[src/rtl/json_feedback_receiver.sv]
// UART (8N1) receiver plus flat-JSON integer extractor for the robot base feedback stream.
// Emits up to FIELDS_N saturated signed values per object with a one-cycle valid strobe.
module json_feedback_receiver #(
  parameter int CLKS_PER_BIT = 50_000_000 / 115_200,
  parameter int BITS_N       = 8,
  parameter int FIELDS_N     = 3,
  parameter int VALUE_W      = 16
) (
  input  logic                                clk,
  input  logic                                rst,
  input  logic                                uart_in,
  output logic [FIELDS_N*VALUE_W-1:0]         values,
  output logic [$clog2(FIELDS_N+1)-1:0]       field_count,
  output logic                                valid,
  output logic                                frame_error,
  output logic                                busy
);

  localparam int TW = $clog2(CLKS_PER_BIT) + 1;
  localparam int BW = $clog2(BITS_N + 1);
  localparam int CW = $clog2(FIELDS_N + 1);
  localparam logic [TW-1:0] BIT_LAST  = TW'(CLKS_PER_BIT - 1);
  localparam logic [TW-1:0] HALF_LAST = TW'(CLKS_PER_BIT / 2 - 1);
  localparam logic [BW-1:0] IDX_LAST  = BW'(BITS_N - 1);
  localparam logic [CW-1:0] CNT_FULL  = CW'(FIELDS_N);
  localparam logic [31:0]   POS_MAX   = 32'((1 << (VALUE_W - 1)) - 1);
  localparam logic [VALUE_W-1:0] NEG_MIN = {1'b1, {(VALUE_W-1){1'b0}}};
  localparam logic [31:0]   ACC_MAX   = 32'h7FFF_FFFF;

  // ---------------- UART receiver ----------------
  typedef enum logic [2:0] {RX_IDLE, RX_START, RX_DATA, RX_STOP, RX_WAIT_HIGH} rx_state_t;

  rx_state_t         rx_state;
  logic [1:0]        sync;
  logic              rx;
  logic [TW-1:0]     tmr;
  logic [BW-1:0]     bit_idx;
  logic [BITS_N-1:0] shreg;
  logic [BITS_N-1:0] rx_byte;
  logic              byte_strobe;
  logic              stop_err;

  assign rx = sync[1];

  always_ff @(posedge clk) begin
    if (rst) begin
      sync        <= 2'b11;
      rx_state    <= RX_IDLE;
      tmr         <= '0;
      bit_idx     <= '0;
      shreg       <= '0;
      rx_byte     <= '0;
      byte_strobe <= 1'b0;
      stop_err    <= 1'b0;
    end else begin
      sync        <= {sync[0], uart_in};
      byte_strobe <= 1'b0;
      stop_err    <= 1'b0;
      case (rx_state)
        RX_IDLE: begin
          tmr <= '0;
          if (!rx) rx_state <= RX_START;
        end
        RX_START: begin
          if (tmr == HALF_LAST) begin
            tmr     <= '0;
            bit_idx <= '0;
            rx_state <= rx ? RX_IDLE : RX_DATA;
          end else begin
            tmr <= tmr + 1'b1;
          end
        end
        RX_DATA: begin
          if (tmr == BIT_LAST) begin
            tmr     <= '0;
            shreg   <= {rx, shreg[BITS_N-1:1]};
            bit_idx <= bit_idx + 1'b1;
            if (bit_idx == IDX_LAST) rx_state <= RX_STOP;
          end else begin
            tmr <= tmr + 1'b1;
          end
        end
        RX_STOP: begin
          if (tmr == BIT_LAST) begin
            tmr <= '0;
            if (rx) begin
              rx_byte     <= shreg;
              byte_strobe <= 1'b1;
              rx_state    <= RX_IDLE;
            end else begin
              stop_err <= 1'b1;
              rx_state <= RX_WAIT_HIGH;
            end
          end else begin
            tmr <= tmr + 1'b1;
          end
        end
        RX_WAIT_HIGH: if (rx) rx_state <= RX_IDLE;
        default: rx_state <= RX_IDLE;
      endcase
    end
  end

  // ---------------- JSON parser ----------------
  typedef enum logic [2:0] {WAIT_OBJ, IN_OBJ, NUM_START, NUM_INT, NUM_FRAC, SKIP_VAL} p_state_t;

  p_state_t                         p_state;
  logic [31:0]                      acc;
  logic                             neg;
  logic [CW-1:0]                    field_cnt;
  logic [FIELDS_N-1:0][VALUE_W-1:0] slots;
  logic                             obj_done;
  logic                             parse_err;

  logic [7:0]         ch;
  logic [3:0]         digit;
  logic               is_digit;
  logic [35:0]        prod;
  logic [31:0]        acc_step;
  logic [31:0]        neg_acc;
  logic [VALUE_W-1:0] commit_val;
  logic               slot_free;

  assign ch        = 8'(rx_byte);
  assign digit     = ch[3:0];
  assign is_digit  = (ch >= "0") && (ch <= "9");
  assign slot_free = (field_cnt != CNT_FULL);

  always_comb begin
    prod     = ({4'd0, acc} << 3) + ({4'd0, acc} << 1) + {32'd0, digit};
    acc_step = (prod > {4'd0, ACC_MAX}) ? ACC_MAX : prod[31:0];
    neg_acc  = -acc;
    if (neg) commit_val = (acc > POS_MAX) ? NEG_MIN : neg_acc[VALUE_W-1:0];
    else     commit_val = (acc > POS_MAX) ? POS_MAX[VALUE_W-1:0] : acc[VALUE_W-1:0];
  end

  always_ff @(posedge clk) begin
    if (rst) begin
      p_state   <= WAIT_OBJ;
      acc       <= '0;
      neg       <= 1'b0;
      field_cnt <= '0;
      slots     <= '0;
      obj_done  <= 1'b0;
      parse_err <= 1'b0;
    end else begin
      obj_done  <= 1'b0;
      parse_err <= 1'b0;
      if (stop_err) begin
        p_state   <= WAIT_OBJ;
        parse_err <= 1'b1;
      end else if (byte_strobe) begin
        if (ch == "{") begin
          // An opening brace anywhere restarts the object; unwritten slots read back as 0.
          p_state   <= IN_OBJ;
          field_cnt <= '0;
          slots     <= '0;
        end else begin
          case (p_state)
            IN_OBJ: begin
              if (ch == ":") begin
                p_state <= NUM_START;
                acc     <= '0;
                neg     <= 1'b0;
              end else if (ch == "}") begin
                p_state  <= WAIT_OBJ;
                obj_done <= 1'b1;
              end
            end
            NUM_START: begin
              if (ch == "-") begin
                neg     <= 1'b1;
                p_state <= NUM_INT;
              end else if (is_digit) begin
                acc     <= {28'd0, digit};
                p_state <= NUM_INT;
              end else if (ch != " ") begin
                p_state <= SKIP_VAL;
              end
            end
            NUM_INT, NUM_FRAC: begin
              if (is_digit) begin
                if (p_state == NUM_INT) acc <= acc_step;
              end else if (ch == "." && p_state == NUM_INT) begin
                p_state <= NUM_FRAC;
              end else if (ch == "," || ch == "}") begin
                if (slot_free) begin
                  slots[field_cnt] <= commit_val;
                  field_cnt        <= field_cnt + 1'b1;
                end
                p_state  <= (ch == ",") ? IN_OBJ : WAIT_OBJ;
                obj_done <= (ch == "}");
              end else begin
                p_state   <= WAIT_OBJ;
                parse_err <= 1'b1;
              end
            end
            SKIP_VAL: begin
              if (ch == ",") begin
                p_state <= IN_OBJ;
              end else if (ch == "}") begin
                p_state  <= WAIT_OBJ;
                obj_done <= 1'b1;
              end
            end
            default: p_state <= WAIT_OBJ;
          endcase
        end
      end
    end
  end

  // ---------------- Output registers ----------------
  always_ff @(posedge clk) begin
    if (rst) begin
      values      <= '0;
      field_count <= '0;
      valid       <= 1'b0;
      frame_error <= 1'b0;
      busy        <= 1'b0;
    end else begin
      valid       <= obj_done;
      frame_error <= parse_err;
      if (obj_done) begin
        values      <= slots;
        field_count <= field_cnt;
      end
      if (byte_strobe && ch == "{") busy <= 1'b1;
      else if (obj_done || parse_err) busy <= 1'b0;
    end
  end

endmodule
[config.mk]
export PLATFORM = sky130hd
export DESIGN_NAME = json_feedback_receiver
export DESIGN_NICKNAME = d
export VERILOG_FILES = /design/src/rtl/json_feedback_receiver.sv
export SDC_FILE = /design/constraint.sdc
export NUM_CORES = 1
export LEC_CHECK = 0
export BUFFER_PORTS_ARGS = -buffer_cell sky130_fd_sc_hd__buf_2
export CORE_UTILIZATION = 55
export DETAILED_ROUTE_END_ITERATION = 10
export PLACE_DENSITY_LB_ADDON = 0.1
export RECOVER_POWER = 50
export SLEW_MARGIN = 20
export SYNTH_ARGS = -nofsm -noshare
export SYNTH_HDL_FRONTEND = slang
export SYNTH_SLANG_ARGS = --single-unit
[constraint.sdc]
create_clock -name clk -period 5.2 [get_ports clk]
set_clock_uncertainty 0.1 [all_clocks]
set_input_delay 1.56 -clock clk [delete_from_list [all_inputs] [get_ports clk]]
set_output_delay 1.56 -clock clk [all_outputs]
set_load 0.01 [all_outputs]
==> summary.txt, run 1 <==
Timing
  • Final hold viol count: 0
  • Final Cycle Share: 0.841
  • Setup tns final: 0 ns
  • Final setup fails: 0
  • Crit path time final: 4.37 ns
  • Slew Limit Fails: 70
  • Slew margin rel.: -0.286
  • Worst slew pin tran: between 1.5 and 2 ns
  • RSZ-0062 raised after global routing: false
  • F_max: 0.229 GHz

Critical path
  • Worst R2R End: acc[17]
  • Worst path arrival time: 4.58 ns
  • CP max-delay cell: o31ai_4
  • Crit path capture type: flip-flop
  • CP peak stage delay: 0.73 ns
  • Crit-path most repeated cell: ha_1
  • Crit-path cells: ha_1 > ha_1 > fa_1 > a211oi_1 > o21ai_1 > o21ai_0 > a21oi_1 > o2111ai_1 > o2111ai_4 > o31ai_4 > buf_4 > o211ai_1
  • Reg2reg setup slack: approximately 0.83 ns
  • Worst Setup Start Kind: flip-flop
  • Crit path launch: ch[2]
  • R2R Path Start: ch[2]
  • Setup Crit Path Kind: reg2reg
  • Worst EP required: ~5.4 ns
  • R2R cell count: 12
  • Crit path max fanout: 14

Logic synthesis
  • Syn Nets: 1228
  • Ys Warns: 0
  • Sequential area share after synthesis: 0.364
  • Post-synth top cells: 211 x nor2_1, 178 x dfxtp_1, 99 x nand2_1
  • Yosys top cell by area: dfxtp_1
  • Synthesized flop and latch total: 178
  • Count leader, synth: nor2_1
  • Cell Area, Synth: 0.00978 mm^2
  • Yosys top cell area share: 0.364
  • Post-synth cell types: 81
  • Mean Syn Cell Area: ~8.5 um^2
  • Asr flop ratio synth: 0
  • Post-synth EDFFs: 0
  • Prevailing post-synth register cell: dfxtp_1
  • Top cells by area, synth: dfxtp_1 36%, ha_1 9.2%, nor2_1 8.1%
  • Post-Syn Instances: roughly 1200

Die
  • Die Area: between 0.015 and 0.02 mm^2
  • Ports: 56
  • Die Width: 135 um
  • Initial Utilization: 0.564
  • Core area: around 0.017 mm^2
  • Chip Height: 135 um
  • Row count: 48

Clock tree
  • CTS clk-pin slew, worst paths: 0.08 ns
  • # hold bufs at CTS: 0
  • Post-cts sizing count: 0
  • Worst-case clock buffer depth: 2
  • Clock latency on the worst-skew pair: 0.43 ns
  • Postcts setup bufs: 0
  • CTS HTree Levels: 4
  • Root buf cell: clkbuf_16
  • Clock buffer count from CTS: 17
  • CTS sink count: around 180
  • CTS tree: done

Placed design
  • Final HPWL DP: 16500 um
  • Port bufs: 55
  • RePlAce Congestion: roughly 0.93

Layout
  • # nets final: 1247
  • # diodes: 0
  • Fin util: 0.612
  • Layout cells sized above 1: 0.0626
  • Area grow syn2layout: 8.63%

Global route
  • GR Util met3: 0.0337
  • Initial antenna violation count: 0
  • Vias in the first global route: 7390
  • GRT Util Overall: 0.255
  • First-pass GRT wire length: 37200 um
  • Met1 Usage GRT: 0.357
  • Largest net degree at the start of global routing: 106
  • GR Overflow Total: 0
  • GRT Max-Usage Layer: met2
  • Met2 usage: 0.399

Routing
  • Final Routed Wirelength: between 20000 and 25000 um
  • Routed vias: 8222
  • First-pass iteration count of the detailed router: 5
  • DR vias/cell: 5.84
  • Detailed Route Iter0 Violations: 581
  • Routed len/inst: 16.2 um
  • Routed Antenna Nets: 0
  • DRC Markers: 0

Pwr
  • Leak: just over 4 nW
  • Worst VDD drop: about 0.00022 V
  • PwrDens: roughly 260 mW/mm^2

Run
  • Max-cap violations: 2

Hold path
  • Hold Path End: sync[1]
  • HP Start: sync[0]
  • Worst hold path type: reg2reg
  • WHS Path Cells: 1

Run status
  • Failing checks: max-capacitance violations, max-slew violations
  • Status: complete, but fails checks
-- worst max-delay path, delay by kind of cell (launching register included) --
| kind | cells | cell delay (ns) |
|---|---|---|
| adders and majority gates | 3 | 0.96 |
| AOI/OAI and AO/OA | 8 | 2.32 |
| buffers and inverters | 1 | 0.28 |
| DFF | 1 | 0.56 |
-- flip-flops by register name (all words and copies together) (netlist names), 2 cells and up --
| signal | flops |
|---|---|
| tmr | 10 |
| bit_idx | 4 |
| ch | 8 |
| slots | 48 |
| shreg | 8 |
| field_cnt | 2 |
| values | 48 |
| sync | 2 |
| p_state | 3 |
| acc | 32 |
| rx_state | 3 |
| field_count | 2 |
-- layout by cell type, fill, tap and decap left out, drive strengths merged, types with 25 or more instances in the layout --
cell type  Yosys  layout
nand2        100     100
nor3          25      25
nor2         212     212
ha            72      72
mux2i         59      59
clkbuf        30      71
a21oi         99      99
xnor2         27      27
o21ai         39      39
dfxtp        178     178
a22oi         33      33
inv           18      26
-- through the flow --
stage	cell area, um^2	hold WS, ns	std cells	worst slack [ns]	total power [W]
CTS	10700	0.319	1408	0.843	0.00277
global placement	10100	0.297	1376	1.03	0.00146
detailed placement	10100	0.300	1376	0.875	0.00146
global route	10600	0.329	1408	0.587	0.00282
finish	10600	0.313	1408	0.829	0.00274
floorplan	9780	0.289	1151	1.79	0.00145
-- worst max-delay path by stage --
stage | cells after the start | endpoint | slack (ns)
after floorplan | 10 | acc[1] | 1.79
after global placement | 12 | acc[11] | 1.03
after detailed placement | 12 | acc[17] | 0.87
after CTS | 12 | acc[17] | 0.84
after global routing | 12 | acc[11] | 0.59
final | 12 | acc[17] | 0.83
-- logic make-up (layout without fill, tap and decap cells) --
kind of cell,after synthesis,after routing,share of synthesized area
xor+xnor,43,43,0.0385
mux,60,60,0.0615
simple gates,449,449,0.217
fa+ha+maj,74,74,0.0962
compound gates,269,269,0.186
flops,178,178,0.364
buf+inv,78,110,0.0373
-- layout make-up --
cell class                 count  area, um^2
fill                        1621        6730
inverter                      18        67.6
clock inverter                15         196
tap                          225         282
sequential                   178        3560
multi-input combinational    895        5850
timing repair buffer          60         245
clock buffer                  17         425
-- routing by layer --
layer	vias to the layer above	wire, um
met4	0	516
met2	191	10300
met5	-	0
li1	4177	-
met3	30	936
met1	3824	11100
-- power by group --
group | total [W] | internal, W | switching, W
Clock | 0.00131 | 0.000662 | 0.000651
Sequential | 0.00138 | 0.00137 | 0.0000120
Combinational | 0.0000474 | 0.0000122 | 0.0000352
Total | 0.00274 | 0.00204 | 0.000698
Power figures use the tool's default switching activity.
==> inputs of run 2 (changes only) <==
Clock period 5.2 ns to 4.5 ns, I/O delays scaled along.
==> summary.txt, run 2 (synthesis gave the netlist of run 1 again) <==
Critical path
  • Crit-path cells: ha_1 > ha_1 > fa_1 > a211oi_1 > o21ai_1 > o21ai_0 > a21oi_1 > o2111ai_1 > o2111ai_4 > o31ai_4 > buf_4 > o211ai_1
  • Worst path arrival time: ~4.2 ns
  • Setup Crit Path Kind: reg2reg
  • Crit-path most repeated cell: ha_1
  • Worst EP required: 4.71 ns
  • Crit path max fanout: 21
  • Worst Setup Start Kind: flip-flop
  • CP peak stage delay: 0.55 ns
  • Crit path capture type: flip-flop
  • CP max-delay cell: dfxtp_1

Timing
  • Setup tns final: 0 ns
  • Final hold viol count: 0
  • WHS: around 0.32 ns
  • RSZ-0062 raised after global routing: false
  • Slew Limit Fails: 140
  • Worst slew pin tran: 1.87 ns
  • Final Cycle Share: 0.883
  • F_max: 0.252 GHz
  • Final setup fails: 0
  • Slew margin rel.: -0.244
  • Crit path time final: 3.97 ns

Run status
  • Status: complete, but fails checks
  • Failing checks: max-capacitance violations, max-slew violations

Clock tree
  • # hold bufs at CTS: 0
  • CTS clk-pin slew, worst paths: 0.08 ns
  • Root buf cell: clkbuf_16
  • Post-cts sizing count: 0
  • Worst-case clock buffer depth: 2
  • Clock buffer count from CTS: 17
  • Postcts setup bufs: 0
  • CTS HTree Levels: 4
  • CTS sink count: ~180
  • CTS tree: done
  • Clock latency on the worst-skew pair: 0.44 ns

Layout
  • FF+latch area: 0.00356 mm^2
  • Layout cells sized above 1: 0.0617
  • Area grow syn2layout: 8.77%
  • Filler cells: 1564
  • Most frequent cells in the layout: 211 x nor2_1, 178 x dfxtp_1, 99 x nand2_1, 97 x a21oi_1, 72 x ha_1
  • Commonest non-fill, non-tap cell in the layout: nor2_1
  • Multi-input gate area: 0.00586 mm^2
  • Top Registers: slots: 48 flops, values: 48 flops, acc: 32 flops
  • # nets final: ~1200
  • # diodes: 0

Pwr
  • Internal power: 0.00236 W
  • Clock share of power: 0.483
  • PwrDens: between 200 and 300 mW/mm^2
  • Leak: 4.06 nW
  • Seq pwr share: 0.500
  • Sw frac: 0.259
  • Comb power frac: 0.017
  • Worst VDD drop: around 0.00026 V
  • NetSw: 0.000824 W

Global route
  • Initial antenna violation count: 0
  • Largest net degree at the start of global routing: 64
  • First-pass GRT wire length: 37300 um
  • Vias in the first global route: 7301
  • GRT Util Overall: 0.255
  • GR Overflow Total: 0

Die
  • Chip Height: 135 um
  • Row count: 48
  • Ports: 56
  • Die Area: 0.0183 mm^2
  • Core area: between 0.015 and 0.02 mm^2
  • Die Width: 135 um
  • Initial Utilization: 0.564

Routing
  • Detailed Route Iter0 Violations: 574
  • Routed len/inst: 16.3 um
  • First-pass iteration count of the detailed router: 5
  • Routed Antenna Nets: 0
  • Routed vias: 8383
  • DR vias/cell: between 5 and 6
  • DRC Markers: 0
  • Final Routed Wirelength: about 23000 um

Placed design
  • RePlAce Congestion: about 0.94
  • Final HPWL DP: roughly 16000 um
  • Port bufs: 55

Hold path
  • Worst hold path type: reg2reg

Run
  • Max-cap violations: 4
-- run 2: layer usage --
layer | wire length, um | vias to the layer above | track usage
li1 | - | 4176 | -
met1 | 11000 | 3928 | 0.354
met2 | 10400 | 246 | 0.403
met3 | 1190 | 33 | 0.0494
met4 | 359 | 0 | 0.0680
met5 | 0 | - | 0
-- run 2: metrics by stage --
| stage | instances | utilization | setup WS, ns | cell area [um^2] | total power, W |
|---|---|---|---|---|---|
| after floorplan | 1151 | - | 1.09 | 9780 | 0.00167 |
| after global placement | 1377 | 0.581 | 0.718 | 10100 | 0.00168 |
| after detailed placement | 1377 | 0.581 | 0.665 | 10100 | 0.00168 |
| after CTS | 1409 | 0.618 | 0.633 | 10700 | 0.00321 |
| after global routing | 1409 | 0.613 | 0.303 | 10600 | 0.00330 |
| final | 1409 | 0.613 | 0.528 | 10600 | 0.00318 |
-- run 2: path summary, 6_finish.rpt --
path | slack (ns) | depth (start not counted) | endpoint | from
worst max-delay path | 0.53 | 12 | acc[24] | ch[2]
worst min-delay path | 0.32 | 1 | sync[1] | sync[0]
worst max register to register | 0.53 | 12 | acc[24] | ch[2]
worst min register to register | 0.32 | 1 | sync[1] | sync[0]
-- run 2: critical path: cells and delay by family, from the launching register on --
kind / cells / cell delay [ns]
compound gates: 8 / 1.90
fa+ha+maj: 3 / 0.96
buf+inv: 1 / 0.32
flops: 1 / 0.55
-- run 2: layout make-up --
type                       count  share of cell area
clock buffer                  17              0.0400
clock inverter                15              0.0192
inverter                      18             0.00635
multi-input combinational    895               0.550
sequential                   178               0.335
tap                          225              0.0265
timing repair buffer          61              0.0230
-- run 2: power groups by stage --
stage,combinational (W),sequential (W),clock (W)
floorplan,0.0000532,0.00162,0
global placement,0.0000560,0.00163,0
detailed placement,0.0000563,0.00163,0
CTS,0.0000565,0.00159,0.00157
global route,0.0000618,0.00159,0.00164
finish,0.0000551,0.00159,0.00154
==> inputs of run 3 (changes only) <==
Settings changed: CORE_UTILIZATION 55 to 48.
==> summary.txt, run 3 (synthesis gave the netlist of run 1 again) <==
Pwr
  • Worst VDD drop: 0.000239 V
  • Sw frac: 0.258
  • Clock share of power: 0.482
  • Comb power frac: 0.017
  • Leak: 4.07 nW
  • NetSw: between 0.0008 and 0.0009 W
  • Seq pwr share: 0.500
  • Internal power: around 0.0024 W
  • PwrDens: ~300 mW/mm^2

Global route
  • Largest net degree at the start of global routing: 70
  • Initial antenna violation count: 0
  • GRT Util Overall: 0.232
  • GR Overflow Total: 0
  • First-pass GRT wire length: 38000 um
  • Vias in the first global route: 7245

Placed design
  • Port bufs: 55
  • Post-Place Cells: 1417
  • RePlAce Congestion: 0.915
  • Final HPWL DP: 16900 um
  • Place WS: about 0.47 ns

Run status
  • Failing checks: max-capacitance violations, max-slew violations
  • Status: complete, but fails checks

Timing
  • Slew Limit Fails: 38
  • Final worst slack: 0.443 ns
  • F_max: ~0.25 GHz
  • Worst slew pin tran: 1.59 ns
  • RSZ-0062 raised after global routing: false
  • Final Cycle Share: 0.902
  • Final hold viol count: 0
  • Final setup fails: 0
  • Setup tns final: 0 ns
  • Crit path time final: just over 4 ns
  • Slew margin rel.: -0.0571

Routing
  • Routed vias: about 8000
  • Detailed Route Iter0 Violations: 549
  • Routed len/inst: between 15 and 20 um
  • First-pass iteration count of the detailed router: 5
  • Routed Antenna Nets: 0
  • Final Routed Wirelength: 23600 um
  • DRC Markers: 0
  • DR vias/cell: 5.65

Clock tree
  • CTS tree: done
  • CTS clk-pin slew, worst paths: 0.08 ns
  • Post-cts sizing count: 0
  • Clock latency on the worst-skew pair: 0.43 ns
  • Worst-case clock buffer depth: 2
  • CTS HTree Levels: 4
  • CTS sink count: roughly 180
  • # hold bufs at CTS: 0
  • Postcts setup bufs: 0
  • Clock buffer count from CTS: 17
  • Root buf cell: clkbuf_16

Die
  • Die Area: about 0.021 mm^2
  • Row count: slightly above 50
  • Core area: 0.0197 mm^2
  • Die Width: 145 um
  • Chip Height: approximately 140 um
  • Ports: 56
  • Initial Utilization: 0.496

Critical path
  • Crit path max fanout: 16
  • CP max-delay cell: dfxtp_1
  • R2R cell count: 12
  • Setup Crit Path Kind: reg2reg
  • Crit path capture type: flip-flop
  • Crit-path cells: ha_1 > ha_1 > fa_1 > a211oi_1 > o21ai_1 > o21ai_0 > a21oi_1 > o2111ai_1 > o2111ai_4 > o31ai_4 > buf_4 > o211ai_1
  • Worst path arrival time: approximately 4.3 ns
  • CP peak stage delay: 0.55 ns
  • Worst Setup Start Kind: flip-flop
  • Worst EP required: around 4.7 ns
  • Crit-path most repeated cell: ha_1

Hold path
  • WHS Path Cells: 1
  • Worst hold path type: reg2reg

Run
  • Max-cap violations: 1

Layout
  • Layout cells sized above 1: 0.0650
  • # nets final: approximately 1200
  • Fin cells: 1449
  • Top Registers: slots: 48 flops, values: 48 flops, acc: 32 flops
  • Commonest non-fill, non-tap cell in the layout: nor2_1
  • # diodes: 0
  • Most frequent cells in the layout: 211 x nor2_1, 177 x dfxtp_1, 99 x nand2_1, 97 x a21oi_1, 72 x ha_1
  • Area grow syn2layout: 9.27%
==> run 3: path summary, 6_finish.rpt <==
| path | startpoint | endpoint | slack, ns |
|---|---|---|---|
| max | ch[2] | acc[19] | 0.44 |
| min | sync[0] | sync[1] | 0.31 |
| max reg2reg | ch[2] | acc[19] | 0.44 |
| min reg2reg | sync[0] | sync[1] | 0.31 |
==> run 3: critical path, delay by kind of cell (launching register included) <==
kind	cells	cell delay, ns
AOI/OAI and AO/OA	8	2.00
adders and majority gates	3	0.97
DFF	1	0.55
buffers and inverters	1	0.31
==> run 3: routing by layer <==
layer / up-vias / part of all wire / GRT usage
li1: 4175 / - / -
met1: 3821 / 0.52 / 0.342
met2: 166 / 0.43 / 0.349
met3: 25 / 0.034 / 0.0299
met4: 0 / 0.015 / 0.0654
met5: - / 0 / 0
==> run 3: per-stage QoR <==
stage                util  instance area, um^2  hold WS, ns  power [W]
floorplan               -                 9780        0.289    0.00167
global placement    0.514                10100        0.291    0.00169
detailed placement  0.514                10100        0.293    0.00168
CTS                 0.546                10800        0.310    0.00322
global route        0.542                10700        0.334    0.00329
finish              0.542                10700        0.311    0.00318
==> run 3: cell type report <==
type | count | area [um^2]
flip-flops and latches | 178 | 3560
well taps | 265 | 332
inverters | 18 | 67.6
repair buffers | 61 | 249
fillers | 1871 | 9030
clock inverters | 15 | 198
multi-input cells | 895 | 5860
clock buffers | 17 | 425
==> run 3: power groups by stage <==
stage	clock network, W	logic [W]	registers (W)
finish	0.00153	0.0000555	0.00159
global route	0.00163	0.0000632	0.00159
CTS	0.00157	0.0000566	0.00159
detailed placement	0	0.0000564	0.00163
global placement	0	0.0000568	0.00163
floorplan	0	0.0000532	0.00162
